### src/rtl/cpu_pkg.sv
// Shared CPU definitions: PC/data widths, fetch FSM state type, mod-512 PC adder.
// Optional build macro: IFETCH_SINGLE_STEP_EN adds the STEP_WAIT state.
package cpu_pkg;

    localparam int unsigned PC_W   = 9;
    localparam int unsigned DATA_W = 8;

    typedef enum logic [2:0] {
        F0,
        F1,
        F2,
        F3,
        ISSUE,
        EXEC,
        HALT
`ifdef IFETCH_SINGLE_STEP_EN
        , STEP_WAIT
`endif
    } fetch_state_t;

    // PC_W-bit add; the carry out is dropped so addresses wrap past 0x1FF to 0x000.
    function automatic logic [PC_W-1:0] pc_add(input logic [PC_W-1:0] a, input logic [1:0] n);
        return a + PC_W'(n);
    endfunction

endpackage

### src/rtl/ifetch_pc.sv
// Program counter register and next-pc mux (hold / +size / jump / reset).
module ifetch_pc
    import cpu_pkg::*;
(
    input  logic            clk,
    input  logic            sys_rst,
    input  logic            i_upd,
    input  logic            i_jmp_en,
    input  logic [PC_W-1:0] i_jmp_addr,
    input  logic [1:0]      i_size,
    output logic [PC_W-1:0] o_pc,
    output logic [PC_W-1:0] o_pc_p1,
    output logic [PC_W-1:0] o_pc_p2
);

    logic [PC_W-1:0] r_pc;
    logic [PC_W-1:0] w_pc_next;
    logic [1:0]      w_step;

    // Next-pc selection; a zero size advances by one so the core never spins in place.
    always_comb begin
        w_step    = (i_size == 2'd0) ? 2'd1 : i_size;
        w_pc_next = r_pc;
        if (i_upd) begin
            w_pc_next = i_jmp_en ? i_jmp_addr : pc_add(r_pc, w_step);
        end
    end

    // PC register with synchronous active-low reset.
    always_ff @(posedge clk) begin
        if (!sys_rst) begin
            r_pc <= '0;
        end else begin
            r_pc <= w_pc_next;
        end
    end

    assign o_pc    = r_pc;
    assign o_pc_p1 = pc_add(r_pc, 2'd1);
    assign o_pc_p2 = pc_add(r_pc, 2'd2);

endmodule

### src/rtl/instr_fetch.sv
// Instruction fetch unit: reads opcode + two operand bytes from a synchronous ROM,
// issues them to the decoder, waits out the execute window and updates the PC.
// Optional build macro: IFETCH_SINGLE_STEP_EN (adds step_req port and STEP_WAIT state).
module instr_fetch
    import cpu_pkg::*;
#(
    parameter int unsigned EXEC_CYCLES = 4
) (
    input  logic              clk,
    input  logic              sys_rst,
    output logic [PC_W-1:0]   rom_addr,
    output logic              rom_rd_en,
    input  logic [DATA_W-1:0] rom_data,
    output logic [DATA_W-1:0] instr_byte,
    output logic [DATA_W-1:0] operand1,
    output logic [DATA_W-1:0] operand2,
    output logic              cmd_start,
    input  logic [1:0]        instr_size,
    input  logic              jmp_en,
    input  logic [PC_W-1:0]   jmp_addr,
    input  logic              pc_hlt,
    input  logic              dec_busy,
`ifdef IFETCH_SINGLE_STEP_EN
    input  logic              step_req,
`endif
    output logic [PC_W-1:0]   pc,
    output logic              halted
);

    localparam logic [3:0] LP_LAST = 4'(EXEC_CYCLES - 1);

    fetch_state_t      r_state;
    logic [3:0]        r_cnt;
    logic [DATA_W-1:0] r_instr;
    logic [DATA_W-1:0] r_op1;
    logic [DATA_W-1:0] r_op2;
    logic              r_cmd_start;
    logic              r_halted;

    logic [PC_W-1:0]   w_pc;
    logic [PC_W-1:0]   w_pc_p1;
    logic [PC_W-1:0]   w_pc_p2;
    logic              w_last;
    logic              w_pc_upd;
    logic [PC_W-1:0]   w_rom_addr;
    logic              w_rom_rd_en;

    // Final productive EXEC cycle: the only point where decoder results are consumed.
    assign w_last   = (r_state == EXEC) && (r_cnt == LAST_SEL()) && !dec_busy;
    assign w_pc_upd = w_last && !pc_hlt;

    function automatic logic [3:0] LAST_SEL();
        return LP_LAST;
    endfunction

    ifetch_pc u_pc (
        .clk        (clk),
        .sys_rst    (sys_rst),
        .i_upd      (w_pc_upd),
        .i_jmp_en   (jmp_en),
        .i_jmp_addr (jmp_addr),
        .i_size     (instr_size),
        .o_pc       (w_pc),
        .o_pc_p1    (w_pc_p1),
        .o_pc_p2    (w_pc_p2)
    );

    // ROM strobe/address decoded from the fetch state; gated by reset so the very
    // first cycle after reset release already presents address 0 with the strobe up.
    always_comb begin
        w_rom_addr  = '0;
        w_rom_rd_en = 1'b0;
        if (sys_rst) begin
            case (r_state)
                F0:      begin w_rom_addr = w_pc;    w_rom_rd_en = 1'b1; end
                F1:      begin w_rom_addr = w_pc_p1; w_rom_rd_en = 1'b1; end
                F2:      begin w_rom_addr = w_pc_p2; w_rom_rd_en = 1'b1; end
                default: ;
            endcase
        end
    end

    // Fetch/issue/execute sequencer with byte latches, execute counter and registered flags.
    always_ff @(posedge clk) begin
        if (!sys_rst) begin
            r_state     <= F0;
            r_cnt       <= '0;
            r_instr     <= '0;
            r_op1       <= '0;
            r_op2       <= '0;
            r_cmd_start <= 1'b0;
            r_halted    <= 1'b0;
        end else begin
            case (r_state)
                F0: r_state <= F1;
                F1: begin
                    r_instr <= rom_data;
                    r_state <= F2;
                end
                F2: begin
                    r_op1   <= rom_data;
                    r_state <= F3;
                end
                F3: begin
                    r_op2       <= rom_data;
                    r_cmd_start <= 1'b1;
                    r_state     <= ISSUE;
                end
                ISSUE: begin
                    r_cmd_start <= 1'b0;
                    r_cnt       <= '0;
                    r_state     <= EXEC;
                end
                EXEC: begin
                    if (!dec_busy) begin
                        if (r_cnt == LP_LAST) begin
                            r_cnt <= '0;
                            if (pc_hlt) begin
                                r_halted <= 1'b1;
                                r_state  <= HALT;
                            end else begin
`ifdef IFETCH_SINGLE_STEP_EN
                                r_state <= STEP_WAIT;
`else
                                r_state <= F0;
`endif
                            end
                        end else begin
                            r_cnt <= r_cnt + 4'd1;
                        end
                    end
                end
`ifdef IFETCH_SINGLE_STEP_EN
                STEP_WAIT: begin
                    if (step_req) begin
                        r_state <= F0;
                    end
                end
`endif
                HALT: r_halted <= 1'b1;
                default: r_state <= F0;
            endcase
        end
    end

    assign rom_addr   = w_rom_addr;
    assign rom_rd_en  = w_rom_rd_en;
    assign instr_byte = r_instr;
    assign operand1   = r_op1;
    assign operand2   = r_op2;
    assign cmd_start  = r_cmd_start;
    assign pc         = w_pc;
    assign halted     = r_halted;

endmodule

### config.mk
export PLATFORM = sky130hd
export DESIGN_NAME = instr_fetch
export DESIGN_NICKNAME = d
export VERILOG_FILES = /design/src/rtl/cpu_pkg.sv /design/src/rtl/ifetch_pc.sv /design/src/rtl/instr_fetch.sv
export SDC_FILE = /design/constraint.sdc
export NUM_CORES = 1
export LEC_CHECK = 0
export CAP_MARGIN = 20
export CORE_MARGIN = 5
export CORE_UTILIZATION = 51
export DETAILED_ROUTE_END_ITERATION = 8
export PLACE_DENSITY = 0.85
export SYNTH_ARGS = -nofsm -noshare
export SYNTH_HDL_FRONTEND = slang
export SYNTH_SLANG_ARGS = --single-unit
### constraint.sdc
create_clock -name clk -period 3.4 [get_ports clk]
set_input_delay 0.34 -clock clk [delete_from_list [all_inputs] [get_ports clk]]
set_output_delay 0.34 -clock clk [all_outputs]
set_load 0.01 [all_outputs]
[Word level (Yosys, flattened, before mapping)]
Index checks and enable logic that the tools add are counted.
Cells by class
  eq/ne operators: 10
  $add $sub $neg: 4
  bitwise logic cells: 1
  mux-type cells: 18
  reduce and logical (&&, ||, !) cells: 14
Operator list (count)
  9-bit case mux with 3 select lines: 1
  3-bit case mux with 7 select lines: 1
  9-bit two-way mux: 2
  9-bit by 1-bit adder with 9-bit output (second input constant): 1
  9-bit by 2-bit adder with 9-bit output: 1
  9-bit by 2-bit adder with 9-bit output (second input constant): 1
  3-bit equality test (second input constant): 3
  3-bit two-way mux: 3
  4-bit two-way mux: 2
  4-bit case mux with 2 select lines: 1
  3-bit by 2-bit equality test with 1-bit output (second input constant): 2
  2-bit nonzero test: 3
  1-bit two-way mux: 5
  4-bit by 1-bit adder with 4-bit output (second input constant): 1
  4-bit by 2-bit equality test with 1-bit output (second input constant): 1
  2-bit inequality test (second input constant): 2
  1-bit case mux with 2 select lines: 2
  4-bit AND reduction: 1
  3-bit by 1-bit equality test with 1-bit output (second input constant): 1
  1-bit logical AND: 3
  3-bit zero test: 1
  3-bit AND reduction: 1
  3-bit OR reduction: 1
  1-bit zero test: 2
  other kinds (5): 5
Storage, ports and cells
  input port bits: 24
  word-level logic and storage cells: 55
  output and inout port bits: 45
  register bits after elaboration: 42

[Logic depth before layout (Yosys ltp)]
Gate-level depths: netlist of the first run.
  depth in word-level cells: 4
  depth in mapped cells: 8
  depth with buffers taken out: 8

[Cells and area by module]
A second synthesis of the first run with hierarchy kept.
Second synthesis, totals
  cells, all modules: 289
  area, all modules: 2489.9 um^2
Modules (own cells, without submodules)
  instr_fetch: area an instance 1657.8 um^2, seq. area each 660.6 um^2, instances 1, cells each 180
  ifetch_pc: area an instance 832.0 um^2, seq. area each 180.2 um^2, instances 1, cells each 109

[Worst setup path before layout of the first run]
No wires, ideal clock.
  path type: flip-flop to output port
  from: reg u_pc.r_pc[0], in the netlist u_pc.o_pc[0]
  to: out rom_addr[4]
  stages on the path, launching flop included: 6
  path slack: 1.409 ns
  arrival time: 1.651 ns
  path buffers: 0
  data required time: 3.060 ns
  cells stage by stage: dfxtp_1 -> ha_1 -> nand2_1 -> o21ai_0 -> a31oi_1 -> a2111oi_0
On the way
  word-level cells in the longest chain between the ends: 3
  elaborated cells on any way between the ends: 4
  classes of those cells: add/sub: 2; mux: 2
RTL lines
  start, declared: RTL line ifetch_pc.sv:16  | logic [PC_W-1:0] r_pc;
  start signal, assigned: RTL line ifetch_pc.sv:34  | r_pc <= w_pc_next;
  9-bit by 2-bit adder with 9-bit output or 9-bit by 1-bit adder with 9-bit output (tied branches): RTL line cpu_pkg.sv:23  | return a + PC_W'(n);
  9-bit case mux with 3 select lines *: RTL line instr_fetch.sv:74  | case (r_state)
  9-bit two-way mux *: RTL line instr_fetch.sv:73  | if (sys_rst) begin
  end, declared: RTL line instr_fetch.sv:11  | output logic [PC_W-1:0] rom_addr,
Every way passes the cells marked *; elsewhere a longest branch is shown, timed or not.

[Worst setup path in the final report of the first run]
  from: reg r_state[1]
  to: out rom_addr[8]
On the way
  word-level cells in the longest chain between the ends: 3
  elaborated cells on any way between the ends: 5
  classes of those cells: eq/ne: 2; mux: 2; reduce/logical: 1
RTL lines
  start, declared: RTL line instr_fetch.sv:32  | fetch_state_t r_state;
  start signal, assigned: RTL line instr_fetch.sv:86  | r_state <= F0;
  start signal, assigned: RTL line instr_fetch.sv:95  | F0: r_state <= F1;
  start signal, assigned: RTL line instr_fetch.sv:98  | r_state <= F2;
  3-bit by 2-bit equality test with 1-bit output, or another cell as far along: RTL line instr_fetch.sv:74
  9-bit case mux with 3 select lines *: RTL line instr_fetch.sv:74
  9-bit two-way mux *: RTL line instr_fetch.sv:73
Marked as above.

==> out/results.ini, run 1 <==
[run_status]
status=finished, final reports clean

[placement]
gp_congestion=0.875
place_hpwl_um=4870
portBuffers=68

[setup_path]
critical-path-top-delay-family=simple AND/OR/NAND/NOR gates
ff2ff_setup_slack_ns=1.01
crit_required_ns=3.06
path_buf_inv=1
crit_type=flip-flop to output port
cp-start-kind=flip-flop
max_stage_delay_ns=0.82
crit_fanout=25
end_kind=output port
critPathArrivalTime_ns=2.76
cp_cell_sequence=nor2b_1 -> nand2_1 -> nor3_1 -> o311a_1 -> clkdlybuf4s50_1
cp_slowest_cell=dfxtp_1

[timing]
clock_skew_ns=0.00937
worst_pin_slew_ns=0.821
finalCritPeriodShare_pct=91.2
period_needed_ns=3.10
rsz0062_at_grt=false
hold_slack_ns=0.460
setup_viol=0
relSlewSlack_pct=44.9
tns_ns=0
hold_viol=0
slew_viol_final=0
max_clock_freq_mhz=323

[power_and_ir_drop]
p_per_area_nw_per_um2=377
p_leak_nw=1.14
peakVddDrop_uv=310

[grt]
grt_first_pass_wirelength_um=11100
gr-usage-all-layers_pct=22.1
grt_pass1_vias=2304
antenna_found_initial=0
grt_max_degree=26
grt_overflow=0

[clocking]
ctsHoldBuffers=0
clkLatencyLatePin_ns=0.30
h-tree-depth=2
post_cts_buffers=0
root_buffer=clkbuf_8
cts_tree=built
cts-buffers-inserted=5
cts.sinks=42
cts.reportedPaths.clkPinSlew_ns=0.09
cts_resized=0
clock_path_buffers=2

[yosys]
ys_types=61
synth-seq-cells=42
ys.warnings.count=0
syn_inst=300
synth_flop_cell=dfxtp_1
synth_fp_nets=330
synth.yosys.seq_area_share_pct=35.8
synth_edf_count=0
synth_area_sq_um=2350
postSynthAreaPerCell_sq_um=7.84
async_flop_share_pct=0

[final_layout]
final_core_util_pct=72.0
drive_gt1_share_pct=8.79
fin_nets=393
n_antenna_cell=0
fill_cells=361
area_growth_pct=35.2

[die]
coreArea_sq_um=4410
ios=69
start_util_pct=53.3
die-area_sq_um=6070
chipWidth_um=77.9
die_y_um=77.9
num_rows=24

[flow_run]
cap_violations=0

[detailed_routing]
drtIter0Drc=168
routed_wl_um=6540
dr.pass1.iters=4
ant_nets=0
vias=2403
via_per_inst=5.78
drc=0
wl_per_cell_um=15.7

[hold_path]
hold_path.class=flip-flop to flip-flop

## worst min-delay path: stages (launching register included)
cell and delay [ns]:
dfxtp_1 0.32, nand2_1 0.05, a21oi_1 0.05
## sequential cells by signal (all words and copies together), names as in the netlist
name / cells
cmd_start: 1
halted: 1
instr_byte: 8
operand1: 8
operand2: 8
r_cnt: 4
r_state: 3
u_pc.o_pc: 9
## per-layer routing
metal | wire length, um | track usage [%]
met5 | 0 | 0
met4 | 120 | 8.11
met3 | 364 | 4.51
met2 | 3220 | 36.0
met1 | 2840 | 28.8
## kinds of logic after synthesis
kind of cell             count (synthesis)  share of synthesized area [%]
buffers and inverters                   29                           6.01
AND/OR/NAND/NOR                        127                           26.8
adder cells (fa/ha/maj)                  6                           3.51
XOR/XNOR                                 4                           1.49
multiplexers                             6                           2.66
flip-flops                              42                           35.8
AO/OA/AOI/OAI                           86                           23.8
## stage by stage
step	cells	worst slack, ns	power [mW]	instance area, sq um
floorplan	300	1.41	0.639	2350
global placement	408	0.546	0.728	3040
detailed placement	408	0.554	0.734	3040
CTS	416	0.318	1.20	3180
global route	416	0.0895	1.25	3180
finish	416	0.300	1.20	3180
## final timing paths
kind | from | end | cells after the start
worst min register to register | operand2[0] | operand2[0] | 2
worst min-delay path | operand2[0] | operand2[0] | 2
worst max register to register | r_state[2] | u_pc.o_pc[4] | 4
worst max-delay path | r_state[1] | rom_addr[8] | 5
## cells in the final DEF, fill, tap and decap left out, types with 5 or more instances in the layout
cell / instances
ha_1: 5
inv_1: 9
o21ai_0: 7
clkdlybuf4s50_1: 68
nand2_1: 65
dfxtp_1: 42
o21a_1: 5
a21oi_1: 37
nor2_1: 20
buf_4: 6
clkbuf_8: 5
nand3_1: 9
## cells in the mapped netlist, types with 3 or more instances
library cell / count / area [sq um]
ha_1: 5 / 62.6
a22oi_1: 3 / 22.5
o21a_1: 5 / 37.5
nand3_1: 9 / 45.0
a21oi_1: 37 / 185
nor2_1: 20 / 75.1
mux2i_1: 4 / 40.0
and3_1: 3 / 18.8
dfxtp_1: 42 / 841
clkbuf_1: 13 / 48.8
nand2_1: 65 / 244
a31oi_1: 3 / 18.8
o21ai_0: 7 / 35.0
nand4_1: 4 / 25.0
inv_1: 9 / 33.8
a21o_1: 4 / 30.0
nand2b_1: 3 / 18.8
xor2_1: 3 / 26.3
## power breakdown
part | internal [mW] | total, mW | switching (mW)
logic | 0.0951 | 0.187 | 0.0916
clock network | 0.294 | 0.476 | 0.182
registers | 0.511 | 0.535 | 0.0237
## layout make-up
type	count	area (sq um)	area share, %
Multi-Input combinational cell	229	1370	43.1
Tap cell	52	65.1	2.05
Clock buffer	5	68.8	2.16
Inverter	11	41.3	1.30
Sequential cell	42	841	26.4
Clock inverter	3	68.8	2.16
Timing Repair Buffer	74	726	22.8
Power figures use the tool's default switching activity.
==> run 2, diff against run 1 <==
Settings changed: CTS_CLUSTER_DIAMETER set to 150.
==> results of run 2 <==
Final layout, timing and power as in run 1 (identical DEF).
==> run 3, diff against run 2 <==
Settings changed: CORE_UTILIZATION 51 to 47, PLACE_DENSITY 0.85 to 0.8, SKIP_CTS_REPAIR_TIMING set to 1.
Clock period 3.4 ns to 3.22 ns, I/O delays scaled along.
==> out/results.ini, run 3 (synthesis gave the netlist of run 1 again) <==
[setup_path]
r2r_start=r_state[1]
crit_type=flip-flop to output port
max_stage_delay_ns=0.64  ; -0.18 ns
crit_required_ns=2.90  ; -0.16 ns
critPathArrivalTime_ns=2.62  ; -0.14 ns
crit_fanout=16  ; -36%
cp_slowest_cell=clkdlybuf4s50_1
end_kind=output port
r2r_cells=6  ; +2
rr_endpoint=u_pc.o_pc[7]
cp_cell_sequence=buf_4 -> or4bb_1 -> or3_1 -> o311ai_0 -> clkdlybuf4s50_1
cp-start-kind=flip-flop
ff2ff_setup_slack_ns=0.94  ; -0.07 ns

[final_layout]
fill_cells=428  ; +19%
final_common_cell=clkdlybuf4s50_1
area_growth_pct=37.7
drive_gt1_share_pct=10.3  ; +1.5 points
fin_area_sq_um=3240  ; +1.8%
n_antenna_cell=0  ; unchanged
layout_common_cells=clkdlybuf4s50_1, nand2_1, dfxtp_1
fin_cells=436  ; +4.8%
fin_nets=398  ; +1.3%
largest_reg_flops=9  ; unchanged
final_core_util_pct=67.6  ; -4.4 points

[placement]
place_hpwl_um=4910  ; +0.82%
gp_congestion=0.867  ; -0.90%
portBuffers=68  ; unchanged
dpl-instance-area_sq_um=3100  ; +1.9%
dpl.cell_count=428  ; +4.9%

[clocking]
cts_tree=built
clkLatencyLatePin_ns=0.30  ; about the same
cts.reportedPaths.clkPinSlew_ns=0.08  ; about the same
root_buffer=clkbuf_8
clock_path_buffers=2  ; unchanged
cts-buffers-inserted=5  ; unchanged
h-tree-depth=2  ; unchanged
cts.sinks=42  ; unchanged

[power_and_ir_drop]
p_per_area_nw_per_um2=393  ; +4.3%
intPower_uw=954  ; +5.9%
p_leak_nw=1.16  ; +2.4%
p_sw_uw=318  ; +7.0%
power_frac_comb_pct=16.4  ; +0.8 points
total_power_mw=1.27  ; +6.2%
clkPwrFrac_pct=39.7  ; about the same
seqPwrFrac_pct=44.0  ; -0.7 points
p_sw_share_pct=25.0  ; +0.19 points
peakVddDrop_uv=298  ; -4.1%

[hold_path]
hold_path_depth=2  ; unchanged
min_from=operand2[6]
hold_path.class=flip-flop to flip-flop
hold_path_end=operand2[6]

[grt]
grt_overflow=0  ; unchanged
gr-usage-all-layers_pct=21.1  ; -0.97 points
grt_first_pass_wirelength_um=10800  ; -3.1%
antenna_found_initial=0  ; unchanged
grt_pass1_vias=2226  ; -3.4%
grt_max_degree=22  ; -15%

[timing]
relSlewSlack_pct=45.0  ; +0.11 points
finalCritPeriodShare_pct=91.3
slew_viol_final=0  ; unchanged
tns_ns=0  ; unchanged
period_needed_ns=2.94
max_clock_freq_mhz=340
rsz0062_at_grt=false
worst_pin_slew_ns=0.819  ; -0.00157 ns
setup_viol=0  ; unchanged
hold_viol=0  ; unchanged
clock_skew_ns=0.0109  ; +0.00156 ns

[detailed_routing]
vias=2403  ; unchanged
wl_per_cell_um=15.1  ; -3.9%
dr.pass1.iters=4  ; unchanged
drtIter0Drc=197  ; +17%
via_per_inst=5.51  ; -4.6%
ant_nets=0  ; unchanged
routed_wl_um=6580  ; +0.73%
drc=0  ; unchanged

[die]
coreArea_sq_um=4790  ; +8.4%
num_rows=25  ; +4.2%
start_util_pct=49.1  ; -4.1 points
chipWidth_um=80.7  ; +3.6%
ios=69  ; unchanged
die-area_sq_um=6520  ; +7.4%
die_y_um=80.7  ; +3.6%

[flow_run]
cap_violations=0  ; unchanged

[run_status]
status=finished, final reports clean

## run 3: final cells by class
type	count	area, sq um	area share, %
Clock inverter	3	68.8	2.13
Tap cell	67	83.8	2.59
Clock buffer	5	68.8	2.13
Inverter	11	41.3	1.28
Sequential cell	42	842	26.0
Multi-Input combinational cell	229	1370	42.3
Timing Repair Buffer	79	763	23.6
## run 3: worst max-delay path by stage
stage,from,slack [ns],to
2_1_floorplan,u_pc.o_pc[0],1.25,rom_addr[4]
4_1_cts,u_pc.o_pc[1],0.17,rom_addr[4]
5_1_grt,u_pc.o_pc[1],0.16,rom_addr[4]
3_5_place_dp,u_pc.o_pc[1],0.50,rom_addr[4]
3_3_place_gp,sys_rst,0.52,rom_addr[6]
6_report,r_state[0],0.28,rom_addr[6]
## run 3: metrics by stage
stage | worst slack, ns | hold WS, ns
after floorplan | 1.25 | 0.458
after detailed placement | 0.505 | 0.446
after CTS | 0.168 | 0.458
final | 0.281 | 0.457
after global routing | 0.161 | 0.477
after global placement | 0.515 | 0.442
## run 3: layer usage
metal,wire length (um),share of wire [%],track usage [%]
met1,2960,45,29.0
met2,3150,48,33.4
met3,375,5.7,3.70
met4,90,1.4,7.09
met5,0,0,0
## run 3: power groups by stage
stage	clock, mW	combinational [mW]	sequential, mW
6_report	0.505	0.208	0.559
5_1_grt	0.536	0.227	0.563
4_1_cts	0.509	0.209	0.559
3_5_place_dp	0	0.207	0.571
3_3_place_gp	0	0.203	0.570
2_1_floorplan	0	0.102	0.573
## run 3: critical path: cells and delay by family, from the launching register on
kind,cells,cell delay [ns]
AO/OA/AOI/OAI,1,0.15
AND/OR/NAND/NOR,2,0.81
buffers and inverters,2,0.89
flip-flops,1,0.47
